## src/rtl/handshake_pkg.sv

```systemverilog
// Shared constants for the handshake skid buffer: state encoding and default payload width.
package handshake_pkg;

    localparam int unsigned DataWDefault = 4;

    localparam logic [1:0] EMPTY = 2'd0;
    localparam logic [1:0] BUSY  = 2'd1;
    localparam logic [1:0] FULL  = 2'd2;

    typedef enum logic [1:0] {
        StEmpty = EMPTY,
        StBusy  = BUSY,
        StFull  = FULL
    } state_e;

endpackage

```

## src/rtl/handshake_skid.sv

```systemverilog
// Two-entry skid buffer: fully registered valid/ready handshake, one word/cycle throughput.
// Optional stall counter output enabled by defining HANDSHAKE_SKID_STATS_EN.
module handshake_skid #(
    parameter int unsigned DATA_W = handshake_pkg::DataWDefault
) (
    input  logic              clk,
    input  logic              rst_n,
    input  logic [DATA_W-1:0] din,
    input  logic              din_valid,
    output logic              din_ready,
    output logic [DATA_W-1:0] dout,
    output logic              dout_valid,
    input  logic              dout_ready
`ifdef HANDSHAKE_SKID_STATS_EN
    ,
    output logic [15:0]       stall_cnt
`endif
);

    import handshake_pkg::*;

    state_e              state_q;
    logic [DATA_W-1:0]   main_q;
    logic [DATA_W-1:0]   skid_q;
    logic                dout_valid_q;
    logic                din_ready_q;
    logic                accept;
    logic                take;

    assign accept     = din_valid && din_ready_q;
    assign take       = dout_valid_q && dout_ready;
    assign din_ready  = din_ready_q;
    assign dout_valid = dout_valid_q;
    assign dout       = main_q;

    // Handshake outputs are kept as their own flops so neither side sees a combinational path.
    always_ff @(posedge clk or negedge rst_n) begin
        if (!rst_n) begin
            state_q      <= StEmpty;
            main_q       <= '0;
            skid_q       <= '0;
            dout_valid_q <= 1'b0;
            din_ready_q  <= 1'b1;
        end else begin
            case (state_q)
                StEmpty: begin
                    if (accept) begin
                        state_q      <= StBusy;
                        main_q       <= din;
                        dout_valid_q <= 1'b1;
                    end
                end
                StBusy: begin
                    if (accept && !take) begin
                        state_q     <= StFull;
                        skid_q      <= din;
                        din_ready_q <= 1'b0;
                    end else if (take && !accept) begin
                        state_q      <= StEmpty;
                        dout_valid_q <= 1'b0;
                    end else if (accept && take) begin
                        main_q <= din;
                    end
                end
                StFull: begin
                    if (take) begin
                        state_q     <= StBusy;
                        main_q      <= skid_q;
                        din_ready_q <= 1'b1;
                    end
                end
                default: begin
                    state_q      <= StEmpty;
                    dout_valid_q <= 1'b0;
                    din_ready_q  <= 1'b1;
                end
            endcase
        end
    end

`ifdef HANDSHAKE_SKID_STATS_EN
    logic [15:0] stall_cnt_q;

    always_ff @(posedge clk or negedge rst_n) begin
        if (!rst_n) begin
            stall_cnt_q <= 16'h0000;
        end else if (dout_valid_q && !dout_ready && (stall_cnt_q != 16'hFFFF)) begin
            stall_cnt_q <= stall_cnt_q + 16'h0001;
        end
    end

    assign stall_cnt = stall_cnt_q;
`endif

endmodule

```

## config.mk

```make
export PLATFORM = sky130hd
export DESIGN_NAME = handshake_skid
export DESIGN_NICKNAME = d
export VERILOG_FILES = /design/src/rtl/handshake_pkg.sv /design/src/rtl/handshake_skid.sv
export SDC_FILE = /design/constraint.sdc
export NUM_CORES = 1
export LEC_CHECK = 0
export ABC_AREA = 1
export CORE_MARGIN = 2
export CORE_UTILIZATION = 45
export CTS_CLUSTER_DIAMETER = 60
export CTS_CLUSTER_SIZE = 16
export DETAILED_ROUTE_END_ITERATION = 10
export MAX_ROUTING_LAYER = met4
export PLACE_DENSITY = 0.71
export SLEW_MARGIN = 20
export SYNTH_ARGS = -nofsm -noshare
export SYNTH_HDL_FRONTEND = slang
export SYNTH_SLANG_ARGS = --single-unit
```

## constraint.sdc

```tcl
create_clock -name clk -period 3 [get_ports clk]
set_clock_uncertainty 0.1 [all_clocks]
set_input_delay 0.6 -clock clk [delete_from_list [all_inputs] [get_ports clk]]
set_output_delay 0.6 -clock clk [all_outputs]
set_load 0.02 [all_outputs]
```

# ---- Yosys cells after proc, flatten, opt, wreduce, memory -nomap -nowiden
# Index checks and enable logic that the tools add are counted.
dict set report classes {
  muxes 18
  n_reduce_logical 14
  n_eq_ne 10
  n_bitwise 2
}
# operator n
set ops {}
lappend ops {{$mux W4} 5}
lappend ops {{$ne A2 B2 Y1 const B} 7}
lappend ops {{$pmux W4 S3} 1}
lappend ops {{$mux W2} 4}
lappend ops {{$pmux W1 S3} 2}
lappend ops {{$pmux W2 S3} 1}
lappend ops {{$reduce_and A3 Y1} 2}
lappend ops {{$reduce_and A6 Y1} 1}
lappend ops {{$logic_and A1 B1 Y1} 5}
lappend ops {{$mux W1} 5}
lappend ops {{$reduce_and A4 Y1} 1}
lappend ops {{$ne A3 B3 Y1 const B} 1}
lappend ops {{$reduce_bool A3 Y1} 1}
lappend ops {{$eq A2 B1 Y1 const B} 1}
lappend ops {{$eq A2 B2 Y1 const B} 1}
lappend ops {{$logic_not A1 Y1} 2}
lappend ops {{$logic_not A2 Y1} 1}
lappend ops {{$not A1 Y1} 2}
lappend ops {{$reduce_and A2 Y1} 1}
dict set report word_totals {
  in_bits 8
  out_inout_bits 6
  regBits 12
  wordCells 49
}

# ---- Longest topological paths before layout
dict set report logic_depth {
  ltp_word 6
  mapped_depth 9
  ltp_nobuf 9
}

# ---- Worst setup path before layout
# Ideal clock, no wire load.
dict set report synth_path {
  path_kind {input to register}
  startpoint {input port din_valid}
  endpoint {register main_q[0] (netlist: dout[0])}
  stages 9
  path_buffers 0
  setup_time_ns 0.117
  t_arrival_ns 1.453
  t_required_ns 2.783
  path_slack_ns 1.330
  path_cell_list {nand2_1 -> inv_1 -> ha_1 -> nor2_1 -> nand3_1 -> nand2_1 -> nand2_4 -> nand2_1 -> nand2_1}
}
dict set report synth_via {
  elab_chain_cells 5
  word_cells_on_any_way 10
  classes_between {eq/ne: 4; reduce/logical: 6}
}
# element line
set synth_rtl {}
lappend synth_rtl {{from (decl)} handshake_skid.sv:9} ;# input logic din_valid,
lappend synth_rtl {{$logic_and A1 B1 Y1 (*)} handshake_skid.sv:30} ;# assign accept = din_valid && din_ready_q;
lappend synth_rtl {{$logic_not A1 Y1} handshake_skid.sv:58} ;# end else if (take && !accept) begin
lappend synth_rtl {{$logic_and A1 B1 Y1} handshake_skid.sv:58}
lappend synth_rtl {{$ne A2 B2 Y1 (no source line)} --}
lappend synth_rtl {{$reduce_and A6 Y1 (no source line) (*)} --}
lappend synth_rtl {{to (signal assigned)} handshake_skid.sv:49} ;# main_q <= din;
lappend synth_rtl {{to (signal assigned)} handshake_skid.sv:62} ;# main_q <= din;
lappend synth_rtl {{to (signal assigned)} handshake_skid.sv:68} ;# main_q <= skid_q;
lappend synth_rtl {{to (decl)} handshake_skid.sv:23} ;# logic [DATA_W-1:0] main_q;
# Mark *: on every way between the ends. The rest lies on a longest branch, timed or not.
# A chain may end at the register's enable or synchronous reset.

# ---- Worst setup path in the final report
dict set report layout_path {
  startpoint {register din_ready_q (netlist: din_ready)}
  endpoint {output port din_ready}
}
# element line
set layout_rtl {}
lappend layout_rtl {{from (decl)} handshake_skid.sv:26} ;# logic din_ready_q;
lappend layout_rtl {{from (signal assigned)} handshake_skid.sv:43} ;# din_ready_q <= 1'b1;
lappend layout_rtl {{from (signal assigned)} handshake_skid.sv:57} ;# din_ready_q <= 1'b0;
lappend layout_rtl {{from (signal assigned)} handshake_skid.sv:69} ;# din_ready_q <= 1'b1;
lappend layout_rtl {{to (decl)} handshake_skid.sv:10} ;# output logic din_ready,
# No word-level cell between the ends.

==> results.txt <==
The flow ran to the end, and the final reports show no timing, DRC or antenna violations. The clock buffer count from CTS came out at 3. The number of nets with antenna violations after detailed routing came out at 0. The via count normalized by instance count is 4.928.

Grouping stages by cell kind, the critical path spends the most delay in buffers and inverters. The via count of the first global-routing pass came out at 435. The first routing iteration left 18 violations. Ranked by instance count, the synthesized netlist is headed by 31 x nand2_1, 11 x dfrtp_1, 10 x nand3_1.

The remaining design rule violation count is 0. The H-tree level count is 1. The effective utilization at floorplan came out at 47.52%. The number of fill cells in the layout came out at 129.

The first global-routing pass estimated 1711 um of wire. The simple-gate portion of the synthesized area is 33.20%. In this design, the stage delay of the slowest critical-path cell is 0.60 ns.

The leakage power of the design came out at 0.3947 nW. The clock net sink count came out at 12. The total wire length after detailed routing came out at 1090 um. Walking the worst path, the cells encountered are clkdlybuf4s50_1. The count of placed standard cells including taps came out at 107. Each instance of the synthesized netlist takes up on average 7.729 um2. The critical path starts at din_ready.

The nature of the critical path endpoint is a primary output. The area growth from synthesis to final layout is 28.69%. The initial antenna violation count came to 0. The root buffer cell chosen for the clock tree is clkbuf_4. The number of diodes is 0. The number of unique standard cell types used by synthesis is 12. In this run the cell area of the synthesized design comes to 610.6 um2.

The count of standard-cell rows is 13. Measured against its own limit, the worst slew margin works out to 64.80%. The worst IR drop on VDD is 0.0002441 V. For this design the top-level I/O count stands at 14. The routed wirelength normalized by instance count came out at 9.820 um.

The detailed placement HPWL is 872.7 um. The final critical path time including I/O delays and setup came out at 2.105 ns. The post-CTS setup buffer count came out at 0.

Setup repair after global routing left no endpoint under its margin. Before antenna repair, the detailed router went through 4 iterations. Of the total synthesized cell area, the portion taken by XOR and XNOR cells is 0%. Summing over every cut layer, the via total after detailed routing is 547. The critical path required time came out at 2.30 ns. When the netlist entered floorplanning its net count stood at 90. The vertical die dimension came out at 40.84 um.

The floorplan step defined a die boundary enclosing 1668 um2. For this design the ratio of total power to cell area is 352.9 nW/um2. The largest family of logic cells by synthesized area is simple AND/OR/NAND/NOR gates. The number of setup violations in the final report came out at 0.

The post-place instance area came out at 759.5 um2. Multiplexer cells account for 0% of the synthesized area. The area share of fa/ha/maj cells after synthesis came out at 6.148%. The dominant register cell in the synthesized netlist is dfrtp_1. The count of state elements after synthesis came out at 12. For this run, asynchronously set or reset flops after synthesis account for 100.0%. The all-layer global routing usage is 16.82%. The fraction of synthesized cell area taken by the top area cell type came out at 45.08%.

The TritonCTS clock tree is built. The most frequent cell after synthesis is nand2_1. STA puts the critical path data arrival time at 1.40 ns. Of the cells placed in the final design, the portion with a size suffix greater than 1 is 7.292%. The number of enable-type register cells in the synthesized netlist is 0. Of all cell types, the one taking the most synthesized area is dfrtp_1. The source-to-sink clock delay at the later pin of the worst-skew pair came out at 0.27 ns. The weighted congestion at the end of routability-driven global placement came out at 0.7634. Once the clock tree was built, the resizer swapped 0 gates to a different size. The total buffers and inverters traversed by the critical path is 1.

The sum of overflow across all layers after global routing is 0. The worst hold path begins at dout[0]. The final critical path takes up 70.15% of the cycle. The worst-path maximum fanout came out at 3.

The category of the worst setup path launch point is a register. The post-layout utilization of the core came out at 61.15%. The buffer depth of the longest clock path is 2. For the pin with the worst max-slew slack, the measured transition is 0.5263 ns. Summing the sequential cell areas from Yosys gives 49.39% of the chip area. The count of maximum capacitance violations is 0. After the last flow step, the layout net total stands at 108. The met3 layer usage reported by global route came out at 9.783%. Static timing analysis puts the maximum clock frequency at 475.2 MHz. The global routing usage on met1 came out at 20.61%.

The count of endpoints failing hold in the final timing report is 0. The finished layout holds 111 standard cells, fillers aside. The total core area is 1285 um2. Entering global routing, the biggest net connects 13 pins. The setup slack at placement is 0.8020 ns.

The post-synthesis compound-gate area fraction came out at 5.738%. Clock-pin slew was measured on the worst setup and hold paths at 0.08 ns. The number of pins with negative max-slew slack in the final report came out at 0. The die span in x is 40.84 um. The critical register-to-register path startpoint is din_ready. The busiest metal layer after global routing is met2.

After routing the design area is 785.8 um2. The quantity of I/O buffers inserted on ports is 13. In the post-route analysis, the smallest setup slack over all paths is 0.8954 ns. The synthesized netlist cell count is 79. Ranked by total cell area, the synthesized netlist is headed by dfrtp_1 45%, nand2_1 19%, nand3_1 8.2%.

The setup path with the least slack is of type reg2out. Buffers inserted to repair hold after CTS numbered 0. The met2 track demand over resource came out at 23.05%.

The slowest library cell on the worst path is clkdlybuf4s50_1. The total negative setup slack came out at 0 ns. The synthesis warning total is 0.

The worst min-delay path class is reg2reg.
-- sequential cells by signal (all words and copies together) (netlist names) --
register,count
skid_q,4
dout_valid,1
state_q,2
dout,4
din_ready,1
-- cells by family after synthesis --
group | count (synthesis)
buffers and inverters | 9
DFF | 12
adders and majority gates | 3
AOI/OAI and AO/OA | 7
and+or+nand+nor | 48
-- final cells by class --
cell class | count | area, um2 | share of cell area, %
Timing Repair Buffer | 13 | 130.1 | 16.56
Tap cell | 15 | 18.77 | 2.389
Clock buffer | 4 | 26.28 | 3.344
Sequential cell | 12 | 301.5 | 38.38
Multi-Input combinational cell | 58 | 275.3 | 35.03
Inverter | 9 | 33.78 | 4.299
-- placed cells by master, fill, tap and decap left out, types with 2 or more instances in the layout --
cell type        netlist  layout
o21ai_0                5       5
dfrtp_1               11      11
clkbuf_4               0       3
clkdlybuf4s50_1        0      13
nor2_1                 5       5
ha_1                   3       3
nand3_1               10      10
a21oi_1                2       2
inv_1                  7       7
nand2_1               31      31
inv_2                  2       2
-- power breakdown --
part | total, W | internal (W) | switching (W)
clock network | 0.000100 | 0.0000514 | 0.0000491
logic | 0.0000151 | 0.00000902 | 0.00000607
registers | 0.000162 | 0.000162 | 0
-- path summary, 6_finish.rpt --
| path | end | slack (ns) | depth (start not counted) |
|---|---|---|---|
| hold reg to reg | dout[0] | 0.38 | 2 |
| setup reg to reg | skid_q[0] | 1.44 | 6 |
| min in group asynchronous | state_q[1] | 0.57 | 1 |
| setup / recovery | din_ready | 0.90 | 1 |
| max in group asynchronous | din_ready | 1.85 | 1 |
| hold / removal | dout[0] | 0.38 | 2 |
-- layer usage --
metal / share of wire (%) / vias to the layer above
li1: - / 281
met1: 45 / 242
met2: 45 / 22
met3: 8.5 / 2
met4: 1.1 / 0
met5: 0 / -
-- through the flow --
step                      total power [W]  hold WS [ns]
after floorplan                 0.0001670        0.2044
after global placement          0.0001801        0.3585
after detailed placement        0.0001801        0.3626
after CTS                       0.0002811        0.3792
after global routing            0.0002883        0.4132
final                           0.0002773        0.3759
Power figures use the tool's default switching activity.
